$ cat src/rtl/adsr_envelope_gen_if.sv
// ---------------------------------------------------------------------------
// adsr_envelope_gen_if
//   Bundle between the note/key controller (master) and the ADSR envelope
//   generator (slave).
//
//   Event protocol: note_on and note_off are single-cycle pulses sampled on
//   the rising clock edge. There is no ready/backpressure: the envelope
//   accepts every pulse on the cycle it is presented. The configuration
//   fields are sampled only on the edge where note_on is high and may change
//   freely at all other times. level/phase/busy/tick are registered outputs.
//
//   Ports (signals):
//     note_on        master->slave  start or retrigger envelope
//     note_off       master->slave  enter release
//     prescale       master->slave  tick period minus one, in clk cycles
//     peak_level     master->slave  attack target
//     sustain_level  master->slave  decay target / hold level
//     attack_step    master->slave  level increment per tick, 0 = instant
//     decay_step     master->slave  level decrement per tick, 0 = instant
//     release_step   master->slave  level decrement per tick, 0 = instant
//     level          slave->master  registered envelope value
//     phase          slave->master  one-hot {RELEASE,SUSTAIN,DECAY,ATTACK,IDLE}
//     busy           slave->master  high whenever phase != IDLE
//     tick           slave->master  registered copy of the update strobe
// ---------------------------------------------------------------------------
interface adsr_envelope_gen_if #(
    parameter int W  = 8,
    parameter int RW = 16
);
    logic          note_on;
    logic          note_off;
    logic [RW-1:0] prescale;
    logic [W-1:0]  peak_level;
    logic [W-1:0]  sustain_level;
    logic [W-1:0]  attack_step;
    logic [W-1:0]  decay_step;
    logic [W-1:0]  release_step;
    logic [W-1:0]  level;
    logic [4:0]    phase;
    logic          busy;
    logic          tick;

    modport master (
        output note_on, note_off, prescale, peak_level, sustain_level,
               attack_step, decay_step, release_step,
        input  level, phase, busy, tick
    );

    modport slave (
        input  note_on, note_off, prescale, peak_level, sustain_level,
               attack_step, decay_step, release_step,
        output level, phase, busy, tick
    );
endinterface

$ cat src/rtl/adsr_envelope_gen.sv
// ---------------------------------------------------------------------------
// adsr_envelope_gen
//   Parametrised ADSR envelope generator for one synth voice. A prescaler
//   produces an update strobe every (prescale+1) cycles while the envelope is
//   active; each strobe moves the level one step towards the current phase
//   target with saturating arithmetic. note_on retriggers legato from the
//   current level, note_off releases early from the current level.
//
//   Ports:
//     clk    system clock
//     rst_b  asynchronous active-low reset
//     bus    adsr_envelope_gen_if.slave (events, config, level/phase/busy/tick)
//
//   The FSM state is the phase output itself (one-hot), so it is always
//   visible for debug.
// ---------------------------------------------------------------------------
module adsr_envelope_gen #(
    parameter int W  = 8,
    parameter int RW = 16
) (
    input  logic               clk,
    input  logic               rst_b,
    adsr_envelope_gen_if.slave bus
);

    localparam logic [4:0] ST_IDLE    = 5'b00001;
    localparam logic [4:0] ST_ATTACK  = 5'b00010;
    localparam logic [4:0] ST_DECAY   = 5'b00100;
    localparam logic [4:0] ST_SUSTAIN = 5'b01000;
    localparam logic [4:0] ST_RELEASE = 5'b10000;

    logic [4:0]    state_q, state_d;
    logic [W-1:0]  level_q, level_d;
    logic [RW-1:0] cnt_q, cnt_d;
    logic          busy_q;
    logic          tick_q;

    // Configuration latched on note_on. sus_q holds the effective sustain
    // target, already clamped to the peak so decay never has to climb.
    logic [RW-1:0] pre_q;
    logic [W-1:0]  peak_q;
    logic [W-1:0]  sus_q;
    logic [W-1:0]  atk_q;
    logic [W-1:0]  dec_q;
    logic [W-1:0]  rel_q;

    logic          strobe;
    logic [W:0]    attack_sum;
    logic [W-1:0]  sus_eff;

    assign strobe     = (state_q != ST_IDLE) && (cnt_q == pre_q);
    // One extra bit so level + step can exceed the maximum without wrapping.
    assign attack_sum = {1'b0, level_q} + {1'b0, atk_q};
    assign sus_eff    = (bus.sustain_level < bus.peak_level) ?
                        bus.sustain_level : bus.peak_level;

    always_comb begin
        state_d = state_q;
        level_d = level_q;
        cnt_d   = cnt_q;
        if (bus.note_on) begin
            // Retrigger from any state; level untouched to avoid a click.
            state_d = ST_ATTACK;
            cnt_d   = '0;
        end else if (bus.note_off &&
                     (state_q == ST_ATTACK || state_q == ST_DECAY ||
                      state_q == ST_SUSTAIN)) begin
            state_d = ST_RELEASE;
            cnt_d   = '0;
        end else if (state_q == ST_IDLE) begin
            cnt_d   = '0;
            level_d = '0;
        end else begin
            cnt_d = strobe ? '0 : cnt_q + RW'(1);
            case (state_q)
                ST_ATTACK: begin
                    if (strobe) begin
                        if (atk_q == '0 || attack_sum >= {1'b0, peak_q}) begin
                            level_d = peak_q;
                            state_d = ST_DECAY;
                        end else begin
                            level_d = attack_sum[W-1:0];
                        end
                    end
                end
                ST_DECAY: begin
                    if (strobe) begin
                        // Short-circuit keeps the subtraction meaningful:
                        // it is only relevant once level_q > sus_q.
                        if (dec_q == '0 || level_q <= sus_q ||
                            (level_q - sus_q) <= dec_q) begin
                            level_d = sus_q;
                            state_d = ST_SUSTAIN;
                        end else begin
                            level_d = level_q - dec_q;
                        end
                    end
                end
                ST_SUSTAIN: begin
                    level_d = sus_q;
                end
                ST_RELEASE: begin
                    if (strobe) begin
                        if (rel_q == '0 || level_q <= rel_q) begin
                            level_d = '0;
                            state_d = ST_IDLE;
                        end else begin
                            level_d = level_q - rel_q;
                        end
                    end
                end
                default: begin
                    // Non one-hot encodings are unreachable; recover to IDLE.
                    state_d = ST_IDLE;
                    level_d = '0;
                    cnt_d   = '0;
                end
            endcase
        end
    end

    always_ff @(posedge clk or negedge rst_b) begin
        if (!rst_b) begin
            state_q <= ST_IDLE;
            level_q <= '0;
            cnt_q   <= '0;
            busy_q  <= 1'b0;
            tick_q  <= 1'b0;
            pre_q   <= '0;
            peak_q  <= '0;
            sus_q   <= '0;
            atk_q   <= '0;
            dec_q   <= '0;
            rel_q   <= '0;
        end else begin
            state_q <= state_d;
            level_q <= level_d;
            cnt_q   <= cnt_d;
            busy_q  <= (state_d != ST_IDLE);
            tick_q  <= strobe;
            if (bus.note_on) begin
                pre_q  <= bus.prescale;
                peak_q <= bus.peak_level;
                sus_q  <= sus_eff;
                atk_q  <= bus.attack_step;
                dec_q  <= bus.decay_step;
                rel_q  <= bus.release_step;
            end
        end
    end

    assign bus.level = level_q;
    assign bus.phase = state_q;
    assign bus.busy  = busy_q;
    assign bus.tick  = tick_q;

endmodule

$ cat src/flat_wrapper.sv
// flat-port wrapper written by rule: the top's interface ports become plain ports
module adsr_envelope_gen_flat 
#(
    parameter int W  = 8,
    parameter int RW = 16
)
  (clk, rst_b, bus_note_on, bus_note_off, bus_prescale, bus_peak_level, bus_sustain_level, bus_attack_step, bus_decay_step, bus_release_step, bus_level, bus_phase, bus_busy, bus_tick);
  adsr_envelope_gen_if #(.W(W), .RW(RW)) bus_i ();
  input  logic clk;
  input  logic rst_b;
  input wire logic [$bits(bus_i.note_on)-1:0] bus_note_on;
  input wire logic [$bits(bus_i.note_off)-1:0] bus_note_off;
  input wire logic [$bits(bus_i.prescale)-1:0] bus_prescale;
  input wire logic [$bits(bus_i.peak_level)-1:0] bus_peak_level;
  input wire logic [$bits(bus_i.sustain_level)-1:0] bus_sustain_level;
  input wire logic [$bits(bus_i.attack_step)-1:0] bus_attack_step;
  input wire logic [$bits(bus_i.decay_step)-1:0] bus_decay_step;
  input wire logic [$bits(bus_i.release_step)-1:0] bus_release_step;
  output wire logic [$bits(bus_i.level)-1:0] bus_level;
  output wire logic [$bits(bus_i.phase)-1:0] bus_phase;
  output wire logic [$bits(bus_i.busy)-1:0] bus_busy;
  output wire logic [$bits(bus_i.tick)-1:0] bus_tick;
  assign bus_i.note_on = bus_note_on;
  assign bus_i.note_off = bus_note_off;
  assign bus_i.prescale = bus_prescale;
  assign bus_i.peak_level = bus_peak_level;
  assign bus_i.sustain_level = bus_sustain_level;
  assign bus_i.attack_step = bus_attack_step;
  assign bus_i.decay_step = bus_decay_step;
  assign bus_i.release_step = bus_release_step;
  assign bus_level = bus_i.level;
  assign bus_phase = bus_i.phase;
  assign bus_busy = bus_i.busy;
  assign bus_tick = bus_i.tick;
  adsr_envelope_gen #(.W(W), .RW(RW)) u_core (.clk(clk), .rst_b(rst_b), .bus(bus_i));
endmodule
$ cat config.mk
export PLATFORM = sky130hd
export DESIGN_NAME = adsr_envelope_gen_flat
export DESIGN_NICKNAME = d
export VERILOG_FILES = /design/src/rtl/adsr_envelope_gen_if.sv /design/src/rtl/adsr_envelope_gen.sv /design/src/flat_wrapper.sv
export SDC_FILE = /design/constraint.sdc
export NUM_CORES = 1
export LEC_CHECK = 0
export ABC_AREA = 1
export CORE_AREA = 8 8 119 121
export DETAILED_ROUTE_END_ITERATION = 10
export DIE_AREA = 0 0 127 129
export PLACE_DENSITY_LB_ADDON = 0.05
export SYNTH_ARGS = -nofsm -noshare
export SYNTH_HDL_FRONTEND = slang
export SYNTH_SLANG_ARGS = --single-unit
$ cat constraint.sdc
create_clock -name clk -period 2.9 [get_ports clk]
set_clock_uncertainty 0.15 [all_clocks]
set_input_delay 0.87 -clock clk [delete_from_list [all_inputs] [get_ports clk]]
set_output_delay 0.87 -clock clk [all_outputs]
set_load 0.05 [all_outputs]
==> summary.md <==
| Metric | Value |
|---|---|
| Status | finished, violations left |
| Failing checks | setup timing |
| DR DRC count | 0 |
| CTS tree | done |
| TNS Setup | -2.50 ns |
| Crit path max-delay family | simple AND/OR/NAND/NOR gates |
| Max-slew violation count | 0 |
| Pint | about 0.004 W |
| Most common cell in the netlist | nand2_1 |
| CP startpoint kind | flop |
| Final Cycle Share | 110% |
| DRT iter0 DRCs | approximately 520 |
| Max cap viols | 0 |
| Post-DP HPWL | 14.4 mm |
| Row Count | ~40 |
| Min-Delay Path Class | primary input to async pin |
| Grt met3 use | 3.56% |
| Vias in the first global route | around 6100 |
| Worst path most repeated cell | nand2_1 |
| Sw frac | 43.2% |
| Net switching power | 0.00313 W |
| R2r setup slk | -0.30 ns |
| Final Hold Viols | 0 |
| Synth area leader | dfrtp_1 |
| Global-route wire length before repair | 30.7 mm |
| Antenna Violating Nets Remaining | 0 |
| Largest net degree at the start of global routing | 88 |
| Post-synth EDFFs | 0 |
| Global routing's busiest layer | met2 |
| Clock-pin transition on the worst setup and hold timing paths | 0.07 ns |
| Area Growth Syn to Fin | 36.2% |
| Synth async-reset ratio | 100% |
| RSZ-0062 raised after global routing | true |
| I/O Pins | 75 |
| Fill count | 1036 |
| GRT met1 Usage | a little under a third |
| GPL Wtd Cong | 0.942 |
| Setup CP Type | flop to flop |
| Flop pwr share | about a fifth |
| Core area | about 12000 µm² |
| Nets | around 1200 |
| VDD IR-drop max | ~0.00044 V |
| GRT Total Usage | approximately a quarter |
| Slew headroom | 47.2% |
| Sequential fraction of the synthesis area | 34.9% |
| Cell Chain, Critical Path | ha_4 -> nand3_2 -> nand2_2 -> a21oi_2 -> o21bai_1 -> nand2_1 -> nand2_1 -> a21oi_2 -> xnor2_1 -> ha_1 -> nand2_2 -> nor2_4 -> nand2_2 -> o21ai_2 -> nor2_2 -> buf_4 -> nand4_1 -> nand3_1 -> nand2_1 -> inv_1 -> nand2_1 -> nand2_1 -> nand2_1 |
| CP max stage delay | 0.52 ns |
| Synth unique cells | 32 |
| Clk sinks | 87 |
| Die span in y | 129 µm |
| Full die area | around 16000 µm² |
| Post-synth top flop | dfrtp_1 |
| Top-area cell type share of the netlist area | roughly 34% |
| Synthesized instance count | 870 |
| Minimum clock period | about 3.2 ns |
| Layout cells sized above 1 | a little under a fifth |
| Combinational share of power | between 60% and 70% |
| Worst Max-Slew Pin Slew | 0.792 ns |
| Synth Cell Area | between 6000 and 7000 µm² |
| Critical Path End Type | flop |
| Worst Path Arrival | 3.29 ns |
| WP data required | approximately 3 ns |
| Clk Latency, worst-skew pair | 0.36 ns |
| H-Tree Depth | 3 |
| PD cells | between 800 and 900 nW/µm² |
| Fmax | approximately 0.31 GHz |
| CP Max Fanout | 5 |
| Slack of the critical path | -0.304 ns |
| DR WL/cell | roughly 16 µm |
| Grt total ovfl | 0 |
| Number of buffers created by CTS | 9 |
| Post-synth top cells | nand2_1, inv_1, dfrtp_1 |
| Pre-Repair DR Iteration Count | 5 |
| Buffer and inverter count on the worst path | 2 |
| DIE WIDTH | about 130 µm |
| Leakage | ~4.4 nW |
| Synth Net Count | about 1000 |
| Met2 Use GR | 38.0% |
| Synth Register Bits | 87 |
| Worst-case clock buffer depth | 2 |
| Avg Inst Size Synth | ~7.2 µm² |
| Hold slack | between 0.3 and 0.4 ns |
| N_diodes | 0 |
| Via density | between 5 and 6 |
| Total wire length | ~19 mm |
| Yosys warns | 0 |
| # setup viols final | 11 |
| Clk pwr share | between 15 and 20% |
| Area contributors post-synth | dfrtp_1, nand2_1, ha_1 |
| Routed via count | slightly above 6000 |
| Slowest stage cell, crit path | dfrtp_4 |
| Initial Util | 50.8% |
| IO Port Bufs | 74 |
| Clock Tree Root | clkbuf_16 |
| Initial antenna violation count | 0 |
[repair_timing]
item                       4_1_cts  5_1_grt
resized for setup               27       30
setup endpoints to repair       11       19
hold endpoints to repair         0        0
buffers inserted                13        3
cloned                           1        1
hold buffers                     0        0
pin swaps                        7       14
[worst reg2reg max path: stages (launching register included)]
cell and delay, ns:
dfrtp_4 0.52, ha_4 0.29, nand3_2 0.07, nand2_2 0.09, a21oi_2 0.05, o21bai_1 0.18
nand2_1 0.07, nand2_1 0.08, a21oi_2 0.06, xnor2_1 0.12, ha_1 0.31, nand2_2 0.11
nor2_4 0.05, nand2_2 0.06, o21ai_2 0.05, nor2_2 0.15, buf_4 0.14, nand4_1 0.15
nand3_1 0.11, nand2_1 0.07, inv_1 0.07, nand2_1 0.05, nand2_1 0.05, nand2_1 0.05
[routing by layer]
layer	part of all wire (%)	routed length (µm)
met5	0	0
met4	2.6	491
met3	4.7	882
met2	46	8730
met1	46	8750
[cell type report]
type                    instances  area, µm²  area share [%]
clock buffers                  10        229            2.69
multi-input cells             636       3780            44.4
well taps                     150        188            2.20
clock inverters                 6       93.8            1.10
inverters                     131        492            5.78
repair buffers                174       1550            18.2
flip-flops and latches         87       2190            25.7
[logic make-up (layout without fill, tap and decap cells)]
logic type / count (synthesis) / in the layout / synth area share, %
adders and majority gates: 59 / 59 / 12.3
DFF: 87 / 87 / 34.9
buffers and inverters: 148 / 321 / 8.93
xor gates and xnor gates: 36 / 36 / 5.05
AOI/OAI and AO/OA: 108 / 108 / 9.29
and+or+nand+nor: 432 / 433 / 29.6
[power groups by stage]
stage          clock, W  combinational, W  sequential [W]
4_1_cts         0.00131           0.00416         0.00148
3_5_place_dp          0           0.00380         0.00152
5_1_grt         0.00135           0.00494         0.00150
2_1_floorplan         0           0.00215         0.00167
6_report        0.00129           0.00447         0.00149
3_3_place_gp          0           0.00373         0.00152
[state kept, by name (all words and copies together), names as in the netlist]
| signal | cells |
|---|---|
| u_core.bus.level | 8 |
| u_core.bus.busy | 1 |
| u_core.sus_q | 8 |
| u_core.atk_q | 8 |
| u_core.rel_q | 8 |
| u_core.bus.tick | 1 |
| u_core.pre_q | 16 |
| u_core.dec_q | 8 |
| u_core.cnt_q | 16 |
| u_core.bus.phase | 5 |
| u_core.peak_q | 8 |
[worst paths after layout]
| check | start | to | cells after the start |
|---|---|---|---|
| max | u_core.bus.level[1] | u_core.bus.level[5] | 23 |
| min | rst_b | u_core.dec_q[2] | 1 |
| max reg2reg | u_core.bus.level[1] | u_core.bus.level[5] | 23 |
| min reg2reg | u_core.pre_q[8] | u_core.pre_q[8] | 2 |
| max in group asynchronous | rst_b | u_core.peak_q[7] | 2 |
| min in group clk | u_core.pre_q[8] | u_core.pre_q[8] | 2 |
[layout by cell type, fill, tap and decap left out, types with 2 or more instances in the layout]
cell type	synthesis	routed
nand2_1	256	239
inv_1	127	122
buf_4	0	94
dfrtp_1	86	82
clkdlybuf4s50_1	0	69
nor2_1	67	57
nand3_1	55	50
o21ai_0	54	49
ha_1	55	49
a21oi_1	40	36
nand4_1	31	31
xnor2_1	22	21
nand2_2	3	19
xor2_1	14	13
nor2_2	2	11
clkbuf_16	0	10
inv_2	4	9
nor3_1	6	6
ha_4	0	6
buf_6	0	6
nand3_4	0	5
a21oi_2	1	5
nor2_4	3	4
a31oi_1	4	4
o21ai_1	0	3
nor3b_1	3	3
a21o_1	3	3
fa_1	4	3
dfrtp_2	0	3
o21a_1	2	2
nor3_2	2	2
o21bai_1	2	2
or2_2	2	2
nand3_2	1	2
o21ai_2	0	2
clkinv_4	0	2
bufinv_16	0	2
buf_12	0	2
[through the flow]
step                      instance area (µm²)  total power [W]  setup WS, ns  util (%)  cells
final                                    8510          0.00725        -0.304      69.1   1194
after global routing                     8510          0.00780        -0.497      69.1   1194
after CTS                                8350          0.00695        -0.249      67.8   1190
after detailed placement                 7810          0.00532        -0.328      63.4   1160
after global placement                   7810          0.00524        -0.255      63.4   1160
after floorplan                          6320          0.00381        -0.232         -    870
Note: power is estimated with default switching activity, not from simulation.
